`src/rtl/npu_act_wr_arbiter_pkg.sv`:
```
// Shared constants and helpers for the activation write-back arbiter and its round-robin core.
`ifndef LOG2_ACT_ADDR_WIDTH
`define LOG2_ACT_ADDR_WIDTH 10
`endif

`ifndef NPU_FLAT_W
`define NPU_FLAT_W(n, w) ((n) * (w))
`endif

package npu_act_wr_arbiter_pkg;

  localparam int LOG2_ACT_ADDR_WIDTH   = `LOG2_ACT_ADDR_WIDTH;
  localparam int ACT_MEM_DEPTH_DEFAULT = 2 ** LOG2_ACT_ADDR_WIDTH;

  // Index width that stays legal for a single requester.
  function automatic int idx_width(input int n);
    return (n > 1) ? $clog2(n) : 1;
  endfunction

endpackage

```
`src/rtl/npu_act_wr_arbiter_rr.sv`:
```
// Combinational round-robin priority search: lowest requester at or above ptr, else lowest overall.
module npu_rr_arbiter
  import npu_act_wr_arbiter_pkg::*;
#(
  parameter int  N  = 8,
  localparam int IW = idx_width(N)
) (
  input  logic [N-1:0]  req,
  input  logic [IW-1:0] ptr,
  output logic          grant_vld,
  output logic [IW-1:0] grant_idx
);

  logic [N-1:0] masked;

  always_comb begin
    for (int i = 0; i < N; i++) begin
      masked[i] = req[i] && (i >= int'(ptr));
    end
  end

  // The masked search overrides the unmasked one, which only matters when we wrap past N-1.
  always_comb begin
    grant_vld = |req;
    grant_idx = '0;
    for (int i = N - 1; i >= 0; i--) begin
      if (req[i]) grant_idx = IW'(i);
    end
    for (int i = N - 1; i >= 0; i--) begin
      if (masked[i]) grant_idx = IW'(i);
    end
  end

endmodule

```
`src/rtl/npu_act_wr_arbiter.sv`:
```
// Round-robin write-back arbiter from the neuron array into the activation memory.
// Optional bounds check on write addresses: define NPU_ACT_WR_BOUNDS_CHK_EN.
module npu_act_wr_arbiter
  import npu_act_wr_arbiter_pkg::*;
#(
  parameter int NUM_NEURONS   = 8,
  parameter int ADDR_WIDTH    = LOG2_ACT_ADDR_WIDTH,
  parameter int DATA_WIDTH    = 8,
  parameter int ACT_MEM_DEPTH = 2 ** ADDR_WIDTH,
  parameter int CNT_WIDTH     = 16
) (
  input  logic                                          clk,
  input  logic                                          rst,
  input  logic [NUM_NEURONS-1:0]                        hw_mem_wr,
  input  logic [`NPU_FLAT_W(NUM_NEURONS, ADDR_WIDTH)-1:0] hw_mem_wr_addr,
  input  logic [`NPU_FLAT_W(NUM_NEURONS, DATA_WIDTH)-1:0] hw_mem_wr_data,
  output logic [NUM_NEURONS-1:0]                        hw_mem_wr_ack_p,
  output logic                                          act_mem_we,
  output logic [ADDR_WIDTH-1:0]                         act_mem_addr,
  output logic [DATA_WIDTH-1:0]                         act_mem_wdata,
  input  logic                                          wr_cnt_clr,
  output logic [CNT_WIDTH-1:0]                          wr_cnt,
  output logic                                          arb_idle,
  output logic                                          wr_oob_err
);

  localparam int IW = idx_width(NUM_NEURONS);

`ifdef NPU_ACT_WR_BOUNDS_CHK_EN
  localparam bit CHK_EN = 1'b1;
`else
  localparam bit CHK_EN = 1'b0;
`endif

  logic [NUM_NEURONS-1:0] eligible;
  logic [NUM_NEURONS-1:0] ack_next;
  logic                   grant_vld;
  logic [IW-1:0]          grant_idx;
  logic [IW-1:0]          ptr;
  logic [ADDR_WIDTH-1:0]  sel_addr;
  logic [DATA_WIDTH-1:0]  sel_data;
  logic                   addr_ok;

  // A neuron being acked this cycle still shows its request, so it is masked out here.
  assign eligible = hw_mem_wr & ~hw_mem_wr_ack_p;

  npu_rr_arbiter #(.N(NUM_NEURONS)) u_rr (
    .req       (eligible),
    .ptr       (ptr),
    .grant_vld (grant_vld),
    .grant_idx (grant_idx)
  );

  assign sel_addr = hw_mem_wr_addr[grant_idx * ADDR_WIDTH +: ADDR_WIDTH];
  assign sel_data = hw_mem_wr_data[grant_idx * DATA_WIDTH +: DATA_WIDTH];
  assign addr_ok  = !CHK_EN || (longint'(sel_addr) < longint'(ACT_MEM_DEPTH));

  always_comb begin
    ack_next = '0;
    if (grant_vld) ack_next[grant_idx] = 1'b1;
  end

  // Out-of-range grants are still acked so the neuron never hangs; only the memory write is dropped.
  always_ff @(posedge clk) begin
    if (rst) begin
      ptr             <= '0;
      hw_mem_wr_ack_p <= '0;
      act_mem_we      <= 1'b0;
      act_mem_addr    <= '0;
      act_mem_wdata   <= '0;
    end else begin
      hw_mem_wr_ack_p <= ack_next;
      act_mem_we      <= grant_vld && addr_ok;
      if (grant_vld) begin
        act_mem_addr  <= sel_addr;
        act_mem_wdata <= sel_data;
        ptr           <= (grant_idx == IW'(NUM_NEURONS - 1)) ? '0 : grant_idx + 1'b1;
      end
    end
  end

  // A clear coinciding with a committed write still counts that write.
  always_ff @(posedge clk) begin
    if (rst) begin
      wr_cnt <= '0;
    end else if (wr_cnt_clr) begin
      wr_cnt <= act_mem_we ? CNT_WIDTH'(1) : '0;
    end else if (act_mem_we && !(&wr_cnt)) begin
      wr_cnt <= wr_cnt + 1'b1;
    end
  end

  assign arb_idle = ~|hw_mem_wr & ~act_mem_we;

`ifdef NPU_ACT_WR_BOUNDS_CHK_EN
  logic oob_q;

  always_ff @(posedge clk) begin
    if (rst) begin
      oob_q <= 1'b0;
    end else if (grant_vld && !addr_ok) begin
      oob_q <= 1'b1;
    end
  end

  assign wr_oob_err = oob_q;
`else
  assign wr_oob_err = 1'b0;
`endif

endmodule
```
`config.mk`:
```
export PLATFORM = sky130hd
export DESIGN_NAME = npu_act_wr_arbiter
export DESIGN_NICKNAME = d
export VERILOG_FILES = /design/src/rtl/npu_act_wr_arbiter_pkg.sv /design/src/rtl/npu_act_wr_arbiter_rr.sv /design/src/rtl/npu_act_wr_arbiter.sv
export SDC_FILE = /design/constraint.sdc
export NUM_CORES = 1
export LEC_CHECK = 0
export ABC_AREA = 1
export CORE_UTILIZATION = 35
export DETAILED_ROUTE_END_ITERATION = 6
export PLACE_DENSITY = 0.78
export SLEW_MARGIN = 25
export SYNTH_ARGS = -nofsm -noshare
export SYNTH_HDL_FRONTEND = slang
export SYNTH_HIERARCHICAL = 1
export SYNTH_SLANG_ARGS = --single-unit
```
`constraint.sdc`:
```
create_clock -name clk -period 2.55 [get_ports clk]
set_clock_uncertainty 0.2 [all_clocks]
set_input_delay 0.3825 -clock clk [delete_from_list [all_inputs] [get_ports clk]]
set_output_delay 0.3825 -clock clk [all_outputs]
set_load 0.01 [all_outputs]
```
# Word level (Yosys, flattened, before mapping)
# Cells that the tools add are included.
# op_classes
n_addsub	2
n_mul	1
n_lt_le_gt_ge	9
n_eq_ne	1
shifts	2
muxes	21
n_bitwise	5
n_reduce_logical	16
# op_table
op	count
variable part select 80 x 8 -> 10 bit	1
variable part select 64 x 7 -> 8 bit	1
2-to-1 mux 3 bit	16
2-to-1 mux 16 bit	2
adder 16 x 1 -> 16 bit (second input constant)	1
AND reduction 16 bit	1
OR reduction 8 bit	2
>= comparator 3 bit (first input constant)	3
logical AND 1 bit	9
AND 8 bit	1
NOT 8 bit	1
>= comparator 1 x 3 -> 1 bit (first input constant)	2
>= comparator 2 x 3 -> 1 bit (first input constant)	2
multiplier 3 x 3 -> 6 bit (second input constant)	1
< comparator 3 x 4 -> 1 bit (second input constant)	1
adder 3 x 1 -> 3 bit (second input constant)	1
demux 1 bit (select 3 bit)	1
equality test 3 bit (second input constant)	1
>= comparator 3 x 1 -> 1 bit (second input constant)	1
logical NOT 1 bit	2
2-to-1 mux 1 bit	2
NOT 1 bit	2
nonzero test 2 bit	1
OR reduction 2 bit	1
AND 1 bit	1
# totals
register_bits	46
input_bits	155
out_inout_bits	45
word_cells	63

# Logic depth before layout (Yosys ltp)
# logic_depth
ltp_word	21
mapped_depth	21
ltp_nobuf	20

# Hierarchy
# Netlist, hierarchy kept.
# by_module_without_submodules
module	n_inst	cells_per_inst	area_each_um2	seq_area_each_um2
npu_act_wr_arbiter	1	548	3199.3	920.9
npu_rr_arbiter	1	53	230.2	0.0

# Worst setup path after synthesis
# Ideal clock, no wire load.
# synth_timing
path_type	input port to flip-flop
start	in hw_mem_wr[4]
end	reg act_mem_addr[7]
setup_time_ns	0.064
arrival_ns	2.252
required_time_ns	2.286
setup_slack_ns	0.034
stages	13
path_buffers	1
cell_sequence	inv_1 > nor2_1 > nor3_1 > o21ai_0 > nor2_1 > nor3_1 > inv_1 > nor2_4 > buf_1 > o21ai_0 > o21ai_0 > nor2_1 > nor2_1
# synth_between
elab_chain_len	16
elab_cells_between_ends	18
cone_classes	1 x mul; 1 x shift; 13 x mux; 1 x bitwise; 2 x reduce/logical
# synth_rtl
item	line_no	rtl
start, declared	npu_act_wr_arbiter.sv:14	input logic [NUM_NEURONS-1:0] hw_mem_wr,
AND 8 bit *	npu_act_wr_arbiter.sv:45	assign eligible = hw_mem_wr & ~hw_mem_wr_ack_p;
named net eligible[4]	npu_act_wr_arbiter.sv:35	logic [NUM_NEURONS-1:0] eligible;
2-to-1 mux 3 bit (5 in a row)	npu_act_wr_arbiter_rr.sv:27	if (req[i]) grant_idx = IW'(i);
2-to-1 mux 3 bit (3 in a row)	npu_act_wr_arbiter_rr.sv:30	if (masked[i]) grant_idx = IW'(i);
2-to-1 mux 3 bit * (5 in a row)	npu_act_wr_arbiter_rr.sv:30	
named net grant_idx[2]	npu_act_wr_arbiter.sv:38	logic [IW-1:0] grant_idx;
multiplier 3 x 3 -> 6 bit *	npu_act_wr_arbiter.sv:54	assign sel_addr = hw_mem_wr_addr[grant_idx * ADDR_WIDTH +: ADDR_WIDTH];
variable part select 80 x 8 -> 10 bit *	npu_act_wr_arbiter.sv:54	
end signal, assigned	npu_act_wr_arbiter.sv:75	act_mem_addr <= sel_addr;
end, declared	npu_act_wr_arbiter.sv:19	output logic [ADDR_WIDTH-1:0] act_mem_addr,
# Mark *: on every way through the listed nets, which the timed path passes. The rest lies on a longest branch.
# A chain may end at the register's enable or synchronous reset.

# Worst setup path after layout
# layout_timing
start	in hw_mem_wr[7]
end	reg act_mem_wdata[4]
# layout_between
elab_chain_len	10
elab_cells_between_ends	11
cone_classes	1 x shift; 8 x mux; 1 x bitwise; 1 x reduce/logical
# layout_rtl
item	line_no	rtl
AND 8 bit	npu_act_wr_arbiter.sv:45	
named net eligible[7]	npu_act_wr_arbiter.sv:35	
2-to-1 mux 3 bit (8 in a row)	npu_act_wr_arbiter_rr.sv:30	
named net grant_idx[0]	npu_act_wr_arbiter.sv:38	
variable part select 64 x 7 -> 8 bit	npu_act_wr_arbiter.sv:55	assign sel_data = hw_mem_wr_data[grant_idx * DATA_WIDTH +: DATA_WIDTH];
end signal, assigned	npu_act_wr_arbiter.sv:76	act_mem_wdata <= sel_data;
end, declared	npu_act_wr_arbiter.sv:20	output logic [DATA_WIDTH-1:0] act_mem_wdata,
# The timed path passes the listed nets, and every way through them passes these cells.

==> summary.md <==
| Metric | Value |
|---|---|
| Status | finished, violations left |
| Failing checks | setup timing |
| Syn avg cell area | 5.71 um^2 |
| Setup TNS | -10.3 ps |
| Syn_nets | 759 |
| FP Rows | 35 |
| Drt first pass iters | 5 |
| Synth top area cells | dfxtp_1, nor2_1, o21ai_0 |
| First-pass GRT wire length | 24,200 um |
| Placer Congestion | 0.947 |
| CTS tree | built |
| H-tree levels | 2 |
| CTS Root Cell | clkbuf_8 |
| Cell taking the most area after synthesis | dfxtp_1 |
| Initial Util | 36.6% |
| Congestion Overflow GR | 0 |
| Slew HR | 48.8% |
| Final Slew Violations | 0 |
| RSZ-0062 raised after global routing | true |
| Largest net degree at the start of global routing | 37 |
| WHS | 316 ps |
| P per Cell Area | 1070 mW/mm^2 |
| Post-layout min period | 2560 ps |
| Die X | 101 um |
| Commonest non-fill, non-tap cell in the layout | clkdlybuf4s50_1 |
| Most frequent cells in the layout | clkdlybuf4s50_1, nor2_1, o21ai_0 |
| Clock Path Buffers | 2 |
| CP arrival | 2560 ps |
| Final Cell Area | 0.00656 mm^2 |
| Layout Nets | 997 |
| Clock tree sinks | 46 |
| Final Cycle Share | 100% |
| Flops & latches, synth | 46 |
| Top achievable clock speed | 391 MHz |
| Area Growth Syn to Fin | 91.3% |
| Cell count after synthesis | 601 |
| DRC | 0 |
| Critical Path RT | 2550 ps |
| Compound-gate portion of the synthesized area | 24.0% |
| Post-synth cell types | 31 |
| Placed cell area | 0.00586 mm^2 |
| Vias per inst | 5.32 |
| Antenna-violating nets left | 0 |
| Register area share after synthesis | 26.9% |
| Core area | 0.00937 mm^2 |
| Pre-CTS setup slack | -591 ps |
| Largest family of logic cells by synthesized area | simple AND/OR/NAND/NOR gates |
| Tightest Pin Transition | 767 ps |
| Leak Pwr | 2.67 nW |
| Synthesized area | 0.00343 mm^2 |
| Clock latency on the worst-skew pair | 300 ps |
| Detailed Place HPWL | 11,800 um |
| Worst setup SP type | input port |
| Setup violators final | 2 |
| Drt wl/cell | 16.9 um |
| Final worst slack | -9.51 ps |
| GRT Total Usage | 30.8% |
| MaxCap Viol Count | 0 |
| XOR/XNOR Fraction of Synth Area | 1.28% |
| Top cell type's share of synthesized area | 26.9% |
| Post-Route WL | 16,400 um |
| Synth Area in Simple Gates | 38.1% |
| Endpoints failing hold | 0 |
| Crit. End Element | flop |
| Tot Pwr | 7.00 mW |
| Mux cell area share after synthesis | 0% |
| Die H | 101 um |
| Crit Path Max Fanout | 7 |
| Hold WC Path Type | flop to flop |
| Num ports | 200 |
| Num CTS Buffers | 5 |
| Synthesis Warnings | 6 |
| Port bufs | 198 |
| Routed via count | 5,161 |
| Initial antenna violation count | 1 |
| Synth Area in Adders | 1.09% |
| Reg clk slew, reported paths | 90 ps |
| Worst VDD drop | 0.000598 V |
| FF-to-FF setup slack | 40 ps |
| DR iter-0 viols | 313 |
| Layout cells sized above 1 | 16.4% |
| Vias in the first global route | 4,918 |
| Die Footprint | 0.0102 mm^2 |
| WS Path Type | input port to flop |
==> final timing paths <==
kind,startpoint,endpoint,cells after the start
worst max register to register,hw_mem_wr_ack_p[4]$_SDFF_PP0_,act_mem_wdata[4]$_SDFFE_PP0P_,21
worst min register to register,act_mem_addr[1]$_SDFFE_PP0P_,act_mem_addr[1]$_SDFFE_PP0P_,2
worst min-delay path,act_mem_addr[1]$_SDFFE_PP0P_,act_mem_addr[1]$_SDFFE_PP0P_,2
worst max-delay path,hw_mem_wr[7],act_mem_wdata[4]$_SDFFE_PP0P_,18
==> sequential cells by signal (all words and copies together), names as in the netlist <==
| register | count |
|---|---|
| act_mem_we | 1 |
| wr_cnt | 16 |
| hw_mem_wr_ack_p | 8 |
| ptr | 3 |
| act_mem_addr | 10 |
| act_mem_wdata | 8 |
==> layer usage <==
metal / track usage [%] / part of all wire (%) / vias to the layer above
met2: 53.8 / 48 / 304
met4: 13.6 / 4.1 / 0
li1: - / - / 2448
met1: 37.2 / 40 / 2355
met5: 0 / 0 / -
met3: 4.92 / 8.0 / 54
==> kinds of logic after synthesis <==
group	count (synthesis)
flops	46
other cells	1
compound gates	150
buf+inv	74
simple gates	322
xor+xnor	5
fa+ha+maj	3
==> worst max-delay path, stage by stage <==
cell and delay (ps):
clkdlybuf4s50_1 450, inv_1 50, nor2_2 130, a21oi_1 80, nand2_1 90, nand2_2 70
nand2_2 70, nand2_2 70, a21oi_4 180, buf_12 170, inv_12 60, buf_8 130
nor2_4 110, nor2_2 50, o21ai_1 80, o211ai_1 150, nor2_1 140, nor2_1 50
==> synth_stat cells <==
| cell type | count |
|---|---|
| o21ai_0 | 104 |
| o21bai_1 | 2 |
| buf_6 | 1 |
| conb_1 | 1 |
| o21ai_4 | 1 |
| clkbuf_1 | 19 |
| nand2_1 | 71 |
| inv_1 | 40 |
| nand4_1 | 7 |
| inv_2 | 3 |
| nand2_2 | 2 |
| buf_2 | 5 |
| nor2_2 | 2 |
| a21oi_2 | 1 |
| o31ai_1 | 1 |
| nor3_1 | 6 |
| buf_1 | 4 |
| ha_1 | 3 |
| xor2_1 | 5 |
| nand3b_1 | 1 |
| a21boi_0 | 1 |
| o211ai_1 | 17 |
| nor2_4 | 2 |
| dfxtp_1 | 46 |
| o21ai_2 | 1 |
| o21ai_1 | 10 |
| a21oi_1 | 12 |
| clkinv_1 | 1 |
| nor2_1 | 196 |
| nand3_1 | 35 |
| buf_4 | 1 |
==> final cells by class <==
cell class | count | area, um^2
fill | 737 | 2810
timing repair buffer | 260 | 2740
multi-input combinational | 481 | 2400
sequential | 46 | 928
inverter | 44 | 180
tap | 129 | 161
clock buffer | 6 | 82.6
clock inverter | 2 | 60.1
timing repair inverter | 1 | 6.26
antenna | 1 | 2.50
==> stage by stage <==
stage               util [%]  instances
floorplan                  -        601
global placement        62.5        939
detailed placement      62.5        939
CTS                     66.7        958
global route            70.0        969
finish                  70.0        970
==> report_power, final <==
group	internal [mW]	total [mW]	leakage, nW	switching [mW]
logic	2.58	5.27	2.22	2.69
registers	0.906	1.05	0.380	0.139
clock network	0.418	0.687	0.0714	0.268
total	3.91	7.00	2.67	3.09
==> timing repair <==
action / in CTS / in global routing
hold buffers: 0 / 0
pin swaps: 16 / 45
endpoints found under the setup margin: 22 / 25
setup buffers: 7 / 9
resized for setup: 52 / 81
hold endpoints to repair: 0 / 0
cloned: 4 / 4
Power figures use the tool's default switching activity.
